**config.mk**
```make
export PLATFORM = sky130hd
export DESIGN_NAME = iter_multiplier
export DESIGN_NICKNAME = d
export VERILOG_FILES = /design/src/rtl/iter_mult_pkg.sv /design/src/rtl/iter_multiplier_twos_mag.sv /design/src/rtl/iter_multiplier.sv
export SDC_FILE = /design/constraint.sdc
export NUM_CORES = 1
export LEC_CHECK = 0
export ABC_AREA = 1
export BUFFER_PORTS_ARGS = -buffer_cell sky130_fd_sc_hd__buf_2
export CAP_MARGIN = 10
export CORE_UTILIZATION = 48
export CTS_CLUSTER_DIAMETER = 60
export DETAILED_ROUTE_END_ITERATION = 6
export GPL_ROUTABILITY_DRIVEN = 1
export PLACE_DENSITY = 0.76
export RECOVER_POWER = 50
export SLEW_MARGIN = 20
export SYNTH_ARGS = -nofsm -noshare
export SYNTH_HDL_FRONTEND = slang
export SYNTH_HIERARCHICAL = 1
export SYNTH_SLANG_ARGS = --single-unit
```
**constraint.sdc**
```tcl
create_clock -name clk -period 3.3 [get_ports clk]
set_input_delay 0.165 -clock clk [delete_from_list [all_inputs] [get_ports clk]]
set_output_delay 0.165 -clock clk [all_outputs]
set_load 0.01 [all_outputs]
```
**src/rtl/iter_mult_pkg.sv**
```systemverilog
// Shared types and helpers for the iterative shift-add multiplier.
package iter_mult_pkg;

  typedef enum logic [1:0] {
    IDLE = 2'd0,
    RUN  = 2'd1,
    DONE = 2'd2
  } state_t;

  // Ceiling log2; the counter must hold values 0..WIDTH, so callers pass WIDTH+1.
  function automatic int clog2(input int value);
    int r;
    r = 0;
    for (int i = 0; i < 32; i++) begin
      if ((64'd1 << r) < 64'(value)) r = r + 1;
    end
    return r;
  endfunction

endpackage

```
**src/rtl/iter_multiplier_twos_mag.sv**
```systemverilog
// Conditional two's-complement negate: result = negate ? -value : value.
// Used for operand magnitudes and for re-applying the sign to the product.
module twos_mag #(
  parameter int W = 8
) (
  input  logic [W-1:0] value,
  input  logic         negate,
  output logic [W-1:0] result
);

  // Pure combinational negate; negating 0 wraps back to 0.
  always_comb begin
    result = negate ? (~value + {{(W-1){1'b0}}, 1'b1}) : value;
  end

endmodule

```
**src/rtl/iter_multiplier.sv**
```systemverilog
// Sequential shift-add multiplier, one partial product per clock.
// Handshake: start is a single-cycle request with operands valid in that
// cycle (accepted in any state, aborting a running operation); busy is high
// while iterating; ready pulses for one cycle when product holds the result.
// Build option ITER_MULT_EARLY_EXIT_EN: stop as soon as the remaining
// multiplier magnitude is zero instead of always running WIDTH iterations.
module iter_multiplier
  import iter_mult_pkg::*;
#(
  parameter int WIDTH = 8
) (
  input  logic               clk,
  input  logic               reset,
  input  logic               sign,
  input  logic               start,
  input  logic [WIDTH-1:0]   multiplicand,
  input  logic [WIDTH-1:0]   multiplier,
  output logic [2*WIDTH-1:0] product,
  output logic               busy,
  output logic               ready
);

  localparam int CW = clog2(WIDTH + 1);

  state_t             state;
  logic [2*WIDTH-1:0] acc;
  logic [2*WIDTH-1:0] ashift;
  logic [WIDTH-1:0]   mag_b_r;
  logic [CW-1:0]      cnt;
  logic               neg_r;

  logic [WIDTH-1:0]   mag_a;
  logic [WIDTH-1:0]   mag_b;
  logic               neg;
  logic [2*WIDTH-1:0] acc_next;
  logic [WIDTH-1:0]   mag_b_next;
  logic [CW-1:0]      cnt_next;
  logic               finish;
  logic [2*WIDTH-1:0] prod_next;

  // Operand magnitudes are formed at WIDTH bits; the most-negative value
  // maps to 2^(WIDTH-1), which still fits as an unsigned magnitude.
  twos_mag #(.W(WIDTH)) u_mag_a (
    .value  (multiplicand),
    .negate (sign & multiplicand[WIDTH-1]),
    .result (mag_a)
  );

  twos_mag #(.W(WIDTH)) u_mag_b (
    .value  (multiplier),
    .negate (sign & multiplier[WIDTH-1]),
    .result (mag_b)
  );

  // Final sign is re-applied at full product width.
  twos_mag #(.W(2*WIDTH)) u_prod_neg (
    .value  (acc_next),
    .negate (neg_r),
    .result (prod_next)
  );

  // Next-iteration datapath values and the termination test.
  always_comb begin
    neg        = sign & (multiplicand[WIDTH-1] ^ multiplier[WIDTH-1]);
    acc_next   = mag_b_r[0] ? (acc + ashift) : acc;
    mag_b_next = mag_b_r >> 1;
    cnt_next   = cnt - {{(CW-1){1'b0}}, 1'b1};
`ifdef ITER_MULT_EARLY_EXIT_EN
    finish     = (cnt_next == '0) || (mag_b_next == '0);
`else
    finish     = (cnt_next == '0);
`endif
  end

  // Control FSM and datapath registers; reset wins over start, start wins over everything else.
  always_ff @(posedge clk) begin
    if (reset) begin
      state   <= IDLE;
      acc     <= '0;
      ashift  <= '0;
      mag_b_r <= '0;
      cnt     <= '0;
      neg_r   <= 1'b0;
      product <= '0;
      busy    <= 1'b0;
      ready   <= 1'b0;
    end else if (start) begin
      state   <= RUN;
      acc     <= '0;
      ashift  <= {{WIDTH{1'b0}}, mag_a};
      mag_b_r <= mag_b;
      cnt     <= CW'(WIDTH);
      neg_r   <= neg;
      busy    <= 1'b1;
      ready   <= 1'b0;
    end else begin
      case (state)
        RUN: begin
          acc     <= acc_next;
          ashift  <= ashift << 1;
          mag_b_r <= mag_b_next;
          cnt     <= cnt_next;
          if (finish) begin
            product <= prod_next;
            state   <= DONE;
            busy    <= 1'b0;
            ready   <= 1'b1;
          end
        end
        DONE: begin
          state <= IDLE;
          ready <= 1'b0;
        end
        default: begin
          state <= IDLE;
          busy  <= 1'b0;
          ready <= 1'b0;
        end
      endcase
    end
  end

endmodule

```
## After elaboration in Yosys (flattened, before gate mapping)

Cells that the tools add are included.

- Muxes and demuxes: 16
- Bitwise gates (word level): 9
- Eq/ne operators: 4
- Reductions and logical operators: 6
- Add/subtract/negate cells: 5

Operator list:

| cell | number |
|---|---|
| 2-to-1 mux 8 bit | 6 |
| 2-to-1 mux 16 bit | 2 |
| adder 16 x 1 -> 16 bit, second input constant | 1 |
| adder 16 bit | 1 |
| adder 8 x 1 -> 8 bit, second input constant | 2 |
| inverter 16 bit | 1 |
| inverter 8 bit | 2 |
| 2-to-1 mux 4 bit | 2 |
| 2-to-1 mux 1 bit | 5 |
| logical NOT 4 bit | 1 |
| subtractor 4 x 1 -> 4 bit, second input constant | 1 |
| AND 1 bit | 3 |
| != test 3 bit, second input constant | 1 |
| AND reduction 3 bit | 1 |
| OR reduction 3 bit | 1 |
| equality test 2 x 1 -> 1 bit, second input constant | 1 |
| equality test 2 bit, second input constant | 1 |
| != test 2 bit, second input constant | 1 |
| inverter 1 bit | 2 |
| one-hot mux 1 bit (2 select lines) | 1 |
| AND reduction 2 bit | 1 |
| nonzero test 2 bit | 1 |
| OR reduction 2 bit | 1 |
| XOR 1 bit | 1 |

- Output and inout port bits: 18
- Register bits: 64

## Longest topological paths before layout

Gate-level depths: netlist of the first run.

- Word-level depth: 5
- Gate-level depth with buffers: 21
- Depth with buffers taken out: 21

## Cells and area by module

Netlist of the first run, hierarchy kept.

By module, submodules not included:

| module | area an instance (sq um) | seq. area each (sq um) | cells an instance | instances |
|---|---|---|---|---|
| iter_multiplier | 3,606.0 | 1,281.2 | 552 | 1 |
| twos_mag (u_prod_neg) | 475.5 | 0.0 | 94 | 1 |
| twos_mag (u_mag_a ...) | 195.2 | 0.0 | 39 | 2 |

## Worst setup path before layout of the first run

No wires, ideal clock.

- Kind: reg-to-reg
- Start: register acc[0]
- End: register product[15]
- Setup time: 0.116 ns
- Stages on the path, launching flop included: 18
- Required time: 3.184 ns
- Arrival time: 2.336 ns
- Buffers on the path: 0
- Period minus slack after synthesis: 2.452 ns
- Path slack: 0.848 ns
- Cells stage by stage: dfxtp_1 ha_1 fa_1 nand2_1 nand2_1 nand3b_1 nand2_1 or2_0 nand3_1 o21ai_0 nor2_1 nand2_2 o21ai_4 nand2_1 nand2_1 nand2_1 o21ai_0 nor2_1

- Longest elaborated chain between the ends: 5

RTL lines:

| what | RTL line | text |
|---|---|---|
| from (decl) | iter_multiplier.sv:26 | `logic [2*WIDTH-1:0] acc;` |
| from (signal assigned) | iter_multiplier.sv:99 | `acc <= acc_next;` |
| adder 16 bit | iter_multiplier.sv:65 | `acc_next = mag_b_r[0] ? (acc + ashift) : acc;` |
| 2-to-1 mux 16 bit | iter_multiplier.sv:65 |  |
| via acc_next[6] | iter_multiplier.sv:35 | `logic [2*WIDTH-1:0] acc_next;` |
| inverter 16 bit | iter_multiplier_twos_mag.sv:13 | `result = negate ? (~value + {{(W-1){1'b0}}, 1'b1}) : value;` |
| adder 16 x 1 -> 16 bit | iter_multiplier_twos_mag.sv:13 |  |
| 2-to-1 mux 16 bit | iter_multiplier_twos_mag.sv:13 |  |
| via prod_next[15] | iter_multiplier.sv:39 | `logic [2*WIDTH-1:0] prod_next;` |
| to (signal assigned) | iter_multiplier.sv:104 | `product <= prod_next;` |
| to (decl) | iter_multiplier.sv:18 | `output logic [2*WIDTH-1:0] product,` |

The timed path passes the listed nets, and every way through them passes these cells.
A chain may end at the register's enable or synchronous reset.

## Final worst setup path of the first run

- Start: register state[0]
- End: register busy

- Longest elaborated chain between the ends: 3
- Elaborated cells between the ends (all ways): 7
- Classes of those cells: 4 x eq/ne; 2 x mux; 1 x reduce/logical

RTL lines:

| what | RTL line | text |
|---|---|---|
| from (decl) | iter_multiplier.sv:25 | `state_t state;` |
| from (signal assigned) | iter_multiplier.sv:78 | `state <= IDLE;` |
| from (signal assigned) | iter_multiplier.sv:88 | `state <= RUN;` |
| from (signal assigned) | iter_multiplier.sv:105 | `state <= DONE;` |
| equality test 2 bit or equality test 2 x 1 -> 1 bit (tied branches) | iter_multiplier.sv:97 | `case (state)` |
| one-hot mux 1 bit (2 select lines), or another cell as far along | iter_multiplier.sv:97 |  |
| 2-to-1 mux 1 bit or AND reduction 2 bit (tied branches) | n/a |  |
| to (signal assigned) | iter_multiplier.sv:85 | `busy <= 1'b0;` |
| to (signal assigned) | iter_multiplier.sv:94 | `busy <= 1'b1;` |
| to (signal assigned) | iter_multiplier.sv:106 | `busy <= 1'b0;` |
| to (decl) | iter_multiplier.sv:19 | `output logic busy,` |

Parallel ways exist; a longest one is shown, timed or not.

==> flow_summary.ini, run 1 <==
[worst_setup_path]
r2r_cells = 7
r2r_setup_slack_ns = 0.47
path_cells = inv_1, nor2_1, clkbuf_1, nor2_1, inv_1, o21ai_0, a21oi_1
cp_max_fo = 36
cp-endpoint = busy$_SDFFE_PP0P_
critPathSlowestCell = clkbuf_1
path_class = reg2reg
crit_path_start = state[0]$_SDFFE_PP0P_
arrival_ns = 3.13
cp-end-kind = register
cpPeakStageDelay_ns = 1.18
r2r-start = state[0]$_SDFFE_PP0P_
reg2reg_to = busy$_SDFFE_PP0P_
critPathRequiredTime_ns = 3.60
startpoint_type = register

[timing]
rsz0062_at_grt = no
hold_viol_final = 0
period_needed_ns = 2.826
worst_pin_slew_ns = 1.584
slew-limit-headroom_pct = -5.585
setup_viol = 0
clock_skew_ns = 0.01486
fin_crit_sh_pct = 85.64
fmax_ghz = 0.3538
finalSetupTns_ns = 0
slew_violations = 37

[outcome]
violations = max-capacitance violations, max-slew violations
status = finished, violations left

[pwr]
powerDensity_nw_per_um2 = 403.7
power.total_w = 0.001954
peakVddDrop_mv = 0.2695
p_leak_nw = 2.453

[synth]
synth_area_leaders = dfxtp_1 (29%), nand2_1 (18%), nor2_1 (8.7%), inv_1 (8.4%), ha_1 (5.6%)
ys_ff_latch = 64
yosysTopAreaCell = dfxtp_1
synthMuxAreaShare_pct = 0
synth_compound_area_share_pct = 11.95
synth_top_area_share_pct = 28.65
synth-xor-area-share_pct = 3.497
syn_nets = 765
synth_top_family_by_area = simple AND/OR/NAND/NOR gates
synth_cells = 724
ys.warnings.count = 6
synth-simple-area-share_pct = 37.74
seq_area_frac_synth_pct = 28.65
synth.distinct_cells = 40
synth_area_per_cell_um2 = 6.177
synthAdderAreaFrac_pct = 6.044
synth_area_um2 = 4472

[grt]
grt-ovfl-total = 0
grt_max_degree = 37
grt_pass1_wl_mm = 18.37
grt_usage_pct = 23.25
antenna_found_initial = 0
grt_pass1_vias = 4179

[clock_tree]
clock_sinks = 64
cts_tree = yes
clk_latency_ns = 0.36
cts_root_buffer = clkbuf_8
ctsResizeCount = 0
ctsHoldBuffers = 0
post_cts_buffers = 0
clkTransAtPathRegs_ns = 0.08
clockBufferDepth = 2
numCtsBuffers = 9
h-tree-depth = 3

[floorplan]
die_height_um = 98.52
placement_rows = 34
ios = 38
initial_core_util_pct = 50.30
core-area_um2 = 8891
die_area_um2 = 9706
die_w_um = 98.52

[cells_and_area]
layout-drive-gt1-share_pct = 7.181
syn_to_final_growth_pct = 8.254
seqCellArea_um2 = 1281
nets = 788
final_common_cell = nand2_1
post-route-util_pct = 54.45
multi_input_area_um2 = 2630
final_cell_mix = nand2_1 (214), nor2_1 (106), inv_1 (101)
antenna-diode-count = 0
fill_cells = 910

[placement]
io_buffer_count = 37
dp_hpwl_mm = 7.648
gp_congestion = 0.8918

[routing]
viasPerCell = 5.135
drt-initial-drc-count = 181
num_vias = 4416
first_pass_iters = 7
drt_wl_total_mm = 10.35
ant_nets = 0
wl_per_cell_um = 12.03
drcViolationCount = 0

[hold_path]
worstHoldPathType = in2reg

[run]
maxCapViolations = 1
## cells in the mapped netlist (all sizes together)
library cell / number
inv: 102
xnor2: 9
a21oi: 22
o21bai: 1
buf: 23
a211oi: 2
clkbuf: 5
clkinv: 1
nand3: 46
nand2: 218
nand3b: 9
o22ai: 3
ha: 20
dfxtp: 64
nor2: 111
fa: 1
a22oi: 7
and2: 2
o211ai: 3
nor3: 4
a31oi: 9
or2: 5
nand4: 4
xor2: 8
o21ai: 45
## area by class of cell
type | instances | area share (%)
Inverter | 103 | 7.987
Timing Repair Buffer | 40 | 3.748
Sequential cell | 64 | 26.47
Multi-Input combinational cell | 529 | 54.33
Clock inverter | 7 | 2.119
Clock buffer | 9 | 2.559
Tap cell | 108 | 2.791
## through the flow
step | setup slack (ns) | std cells | cell area [um2] | hold WS (ns)
3_5_place_dp | 0.6328 | 844 | 4659 | 0.4594
3_3_place_gp | 0.6819 | 844 | 4659 | 0.4576
2_1_floorplan | 0.8478 | 724 | 4472 | 0.3418
5_1_grt | 0.2081 | 860 | 4841 | 0.09283
4_1_cts | 0.6086 | 860 | 4886 | 0.08809
6_report | 0.4739 | 860 | 4841 | 0.09273
## layer usage
| layer | GRT usage (%) | wire [um] |
|---|---|---|
| met4 | 10.79 | 301 |
| met1 | 27.50 | 4610 |
| met3 | 3.617 | 418 |
| met5 | 0 | 0 |
| met2 | 41.33 | 5020 |
## where the power goes
group	internal [W]	switching, W	total (W)
sequential	0.000802	0.0000262	0.000828
clock	0.000433	0.000354	0.000787
combinational	0.000121	0.000218	0.000339
## worst min path at each step
stage,startpoint,end,cells past startpoint,slack [ns]
final,multiplier[0],mag_b_r[0]$_SDFFE_PP0P_,3,0.09
after global routing,multiplier[0],mag_b_r[0]$_SDFFE_PP0P_,3,0.09
after CTS,multiplier[0],mag_b_r[0]$_SDFFE_PP0P_,3,0.09
after detailed placement,mag_b_r[2]$_SDFFE_PP0P_,mag_b_r[2]$_SDFFE_PP0P_,2,0.46
after global placement,mag_b_r[2]$_SDFFE_PP0P_,mag_b_r[2]$_SDFFE_PP0P_,2,0.46
after floorplan,sign,neg_r$_SDFFE_PP0P_,2,0.34
## registers in the layout, indices dropped and copies added (netlist names)
| signal | cells |
|---|---|
| ashift | 16 |
| neg_r | 1 |
| cnt | 4 |
| mag_b_r | 8 |
| state | 2 |
| product | 16 |
| acc | 16 |
| busy | 1 |
## worst max-delay path, delay by kind of cell, from the launching register on
kind / cells / cell delay, ns
buffers and inverters: 3 / 1.41
AND/OR/NAND/NOR: 2 / 0.76
flip-flops: 1 / 0.31
AO/OA/AOI/OAI: 2 / 0.28
## cell families (layout without fill, tap and decap cells)
logic type	after synthesis	in the layout
buf+inv	131	159
simple gates	399	399
xor+xnor	17	17
fa+ha+maj	21	21
compound gates	92	92
flops	64	64
Power figures use the tool's default switching activity.
==> inputs of run 2 (changes only) <==
Settings changed: GPL_TIMING_DRIVEN set to 0.
==> flow_summary.ini, run 2 (synthesis results as in run 1) <==
[worst_setup_path]
path_class = reg2reg
critPathSlowestCell = o21ai_0
crit_path_start = ashift[0]$_SDFFE_PP0P_
path_cells = ha_1, fa_1, nand2_1, nand2_1, nand3b_1, nand2_1, or2_0, nand3_1, o21ai_0, o21ai_0, nand3_1, nand2_1, nand2_1, o21ai_0, nor2_1
arrival_ns = 3.13
r2r_setup_slack_ns = 0.41
startpoint_type = register
worst-path-buf-inv = 0
cp_max_fo = 4
cpPeakStageDelay_ns = 0.45
cp_num_cells = 15
cp-end-kind = register
critPathRequiredTime_ns = 3.54
crit_family = simple AND/OR/NAND/NOR gates
reg2reg_to = product[12]$_SDFFE_PP0P_
cpMostUsedCell = nand2_1
cp-endpoint = product[12]$_SDFFE_PP0P_
r2r-start = ashift[0]$_SDFFE_PP0P_
r2r_cells = 15

[cells_and_area]
multi_input_area_um2 = 2631
seqCellArea_um2 = 1281
final_cell_mix = nand2_1 (214), nor2_1 (105), inv_1 (101)
post-route-util_pct = 55.43
antenna-diode-count = 0
layout-drive-gt1-share_pct = 8.516
final_common_cell = nand2_1
reg_top3 = acc (16), ashift (16), product (16)
fin_area_um2 = 4928
fill_cells = 915
nets = 812
finalNonFillerCells = 883
syn_to_final_growth_pct = 10.21

[floorplan]
placement_rows = 34
initial_core_util_pct = 50.30
die_area_um2 = 9706
core-area_um2 = 8891
ios = 38
die_height_um = 98.52
die_w_um = 98.52

[pwr]
peakVddDrop_mv = 0.1924
p_leak_nw = 2.519
power.total_w = 0.001854
powerDensity_nw_per_um2 = 376.2

[routing]
drt_wl_total_mm = 10.88
wl_met2_mm = 5.347
wl_met3_um = 358
wl_per_cell_um = 12.32
ant_nets = 0
num_vias = 4555
viasPerCell = 5.159
drt-initial-drc-count = 208
drcViolationCount = 0
first_pass_iters = 7
top_layer = met4
drt-met1-wl_mm = 4.856

[clock_tree]
ctsResizeCount = 0
h-tree-depth = 3
cts_tree = yes
ctsHoldBuffers = 0
clk_latency_ns = 0.35
cts_root_buffer = clkbuf_8
numCtsBuffers = 9
clkTransAtPathRegs_ns = 0.08
post_cts_buffers = 0
clock_sinks = 64
clockBufferDepth = 2

[placement]
io_buffer_count = 36
placed_cells = 868
place_area_um2 = 4787
gp_congestion = 0.8656
dp_hpwl_mm = 8.525

[hold_path]
hold_depth = 4
worstHoldPathType = in2reg

[timing]
finalSetupTns_ns = 0
period_needed_ns = 2.894
clock_skew_ns = 0.01378
setup_viol = 0
slew_violations = 0
fmax_ghz = 0.3456
rsz0062_at_grt = no
fin_crit_sh_pct = 87.68
hold_viol_final = 0
slew-limit-headroom_pct = 54.20
worst_pin_slew_ns = 0.6799

[grt]
grt-ovfl-total = 0
grt_max_degree = 12
grt_usage_pct = 24.00
grt_pass1_vias = 4313
antenna_found_initial = 0
grt_pass1_wl_mm = 18.83

[outcome]
status = completed

[run]
maxCapViolations = 0
run 2: cell types whose count changed in the layout (fill, tap and decap cells not counted), moves of 2 or more:
cell / change
clkbuf_1: +10
buf_2: +6
buf_4: +6
clkinv_2: +3
inv_6: -2
run 2: tightest hold or removal path: cells and delay by family:
| kind | cells | cell delay, ns |
|---|---|---|
| compound gates | 2 | 0.11 |
| buf+inv | 1 | 0.09 |
| simple gates | 1 | 0.07 |
run 2: metrics by stage:
step	setup slack [ns]	hold WS [ns]
global placement	0.4496	0.4582
finish	0.4065	0.1410
detailed placement	0.4103	0.4591
floorplan	0.8478	0.3418
global route	0.09318	0.1468
CTS	0.3980	0.1214
run 2: worst min path at each step:
stage,start,endpoint
final,reset,cnt[0]$_SDFFE_PP0P_
after global routing,reset,cnt[0]$_SDFFE_PP0P_
after CTS,reset,cnt[2]$_SDFFE_PP0P_
after detailed placement,mag_b_r[4]$_SDFFE_PP0P_,mag_b_r[3]$_SDFFE_PP0P_
after global placement,mag_b_r[4]$_SDFFE_PP0P_,mag_b_r[4]$_SDFFE_PP0P_
after floorplan,sign,neg_r$_SDFFE_PP0P_
run 2: where the power goes:
part           switching (W)  internal (W)  total [W]
combinational       0.000227      0.000129   0.000356
clock               0.000331      0.000342   0.000673
sequential         0.0000222      0.000802   0.000825
total               0.000580       0.00127    0.00185
run 2: per-layer routing:
layer,vias up,track usage (%)
met4,0,11.60
li1,2367,-
met2,109,43.12
met3,26,3.333
met1,2053,28.09
met5,-,0
run 2: layout make-up:
cell class                      count  area share (%)
Clock inverter                      6           1.244
Timing Repair Buffer               36           3.199
Inverter                          103           7.845
Tap cell                          108           2.742
Clock buffer                        9           2.513
Buffer                             28           3.072
Sequential cell                    64           26.00
Multi-Input combinational cell    529           53.39
==> inputs of run 3 (changes only) <==
Settings changed: BUFFER_PORTS_ARGS -buffer_cell sky130_fd_sc_hd__buf_2 to -buffer_cell sky130_fd_sc_hd__clkbuf_2, CTS_BUF_LIST set to sky130_fd_sc_hd__clkbuf_4 sky130_fd_sc_hd__clkbuf_8.
==> flow_summary.ini, run 3 (synthesis results as in run 1) <==
[timing]
slew_violations = 0
hold_viol_final = 0
fmax_ghz = 0.3416
finalSetupTns_ns = 0
slew-limit-headroom_pct = 57.53
fin_crit_sh_pct = 88.72
clock_skew_ns = 0.007172
rsz0062_at_grt = no
worst_pin_slew_ns = 0.6304
setup_viol = 0
period_needed_ns = 2.928

[routing]
viasPerCell = 5.064
num_vias = 4477
ant_nets = 0
drcViolationCount = 0
first_pass_iters = 7
wl_per_cell_um = 12.32
drt_wl_total_mm = 10.89
drt-initial-drc-count = 241

[worst_setup_path]
worst-path-buf-inv = 0
critPathRequiredTime_ns = 3.55
cp-end-kind = register
critPathSlowestCell = fa_1
crit_family = simple AND/OR/NAND/NOR gates
cpMostUsedCell = nand2_1
cp_max_fo = 5
cpPeakStageDelay_ns = 0.39
path_cells = ha_1, fa_1, nand2_1, nand2_1, nand3b_1, nand2_1, or2_0, nand3_1, o21ai_0, nor2_1, nand2_2, o21ai_4, nand2_1, nand2_1, nand2_1, o21ai_0, nor2_1
startpoint_type = register
path_class = reg2reg
arrival_ns = 3.18

[cells_and_area]
nets = 812
final_cell_mix = nand2_1 (214), nor2_1 (105), inv_1 (101)
multi_input_area_um2 = 2646
reg_top3 = acc (16), ashift (16), product (16)
fill_cells = 909
layout-drive-gt1-share_pct = 8.634
fin_area_um2 = 4938
antenna-diode-count = 0
syn_to_final_growth_pct = 10.44
final_common_cell = nand2_1
seqCellArea_um2 = 1281

[clock_tree]
clock_sinks = 64
clk_latency_ns = 0.36
clkTransAtPathRegs_ns = 0.07
clockBufferDepth = 2
cts_tree = yes
cts_root_buffer = clkbuf_8
numCtsBuffers = 9
ctsResizeCount = 0
post_cts_buffers = 0
h-tree-depth = 3
ctsHoldBuffers = 0

[grt]
grt_pass1_wl_mm = 18.73
grt_pass1_vias = 4248
grt_max_degree = 13
antenna_found_initial = 0
grt_usage_pct = 24.00
grt-ovfl-total = 0

[floorplan]
initial_core_util_pct = 50.30
die_height_um = 98.52
ios = 38
core-area_um2 = 8891
die_w_um = 98.52
placement_rows = 34
die_area_um2 = 9706

[pwr]
powerDensity_nw_per_um2 = 368.3
peakVddDrop_mv = 0.2256
p_leak_nw = 2.513

[outcome]
status = completed

[hold_path]
worstHoldPathType = in2reg

[placement]
dp_hpwl_mm = 8.556
io_buffer_count = 36
place_area_um2 = 4787
gp_congestion = 0.8904

[run]
maxCapViolations = 0
-- run 3: final timing paths --
path | from | to | slack (ns) | cells after the start
max | ashift[0]$_SDFFE_PP0P_ | product[11]$_SDFFE_PP0P_ | 0.37 | 17
min reg2reg | mag_b_r[4]$_SDFFE_PP0P_ | mag_b_r[3]$_SDFFE_PP0P_ | 0.47 | 2
min | sign | neg_r$_SDFFE_PP0P_ | 0.12 | 3
max reg2reg | ashift[0]$_SDFFE_PP0P_ | product[11]$_SDFFE_PP0P_ | 0.37 | 17
-- run 3: power by group --
group	total (W)	internal, W	switching, W
clock network	0.000634	0.000294	0.000340
registers	0.000824	0.000802	0.0000220
logic	0.000361	0.000130	0.000231
total	0.00182	0.00123	0.000593
-- run 3: cell type report --
class	count	area share [%]
plain buffers	28	3.040
inverters	103	7.829
multi-input cells	529	53.59
flip-flops and latches	64	25.94
clock inverters	6	0.8867
repair buffers	36	3.192
well taps	108	2.736
clock buffers	10	2.787
-- run 3: per-stage QoR --
stage	util, %	std cells	hold slack, ns	setup slack, ns	total power (W)
floorplan	-	724	0.3418	0.8478	0.001109
global placement	53.84	868	0.4584	0.4512	0.001185
detailed placement	53.84	868	0.4537	0.4068	0.001199
CTS	55.88	884	0.1036	0.3707	0.001829
global route	55.54	884	0.1345	0.1067	0.001918
finish	55.54	884	0.1155	0.3723	0.001819
-- run 3: per-layer routing --
layer	track usage, %	wire length [um]	up-vias
li1	-	-	2360
met1	27.38	4846	1994
met2	43.88	5292	103
met4	9.874	301	0
met3	4.539	454	20
met5	0	0	-
-- run 3: tightest hold or removal path, stage by stage --
cell,delay [ns]
clkbuf_2,0.11
nand3_1,0.08
o21ai_0,0.07
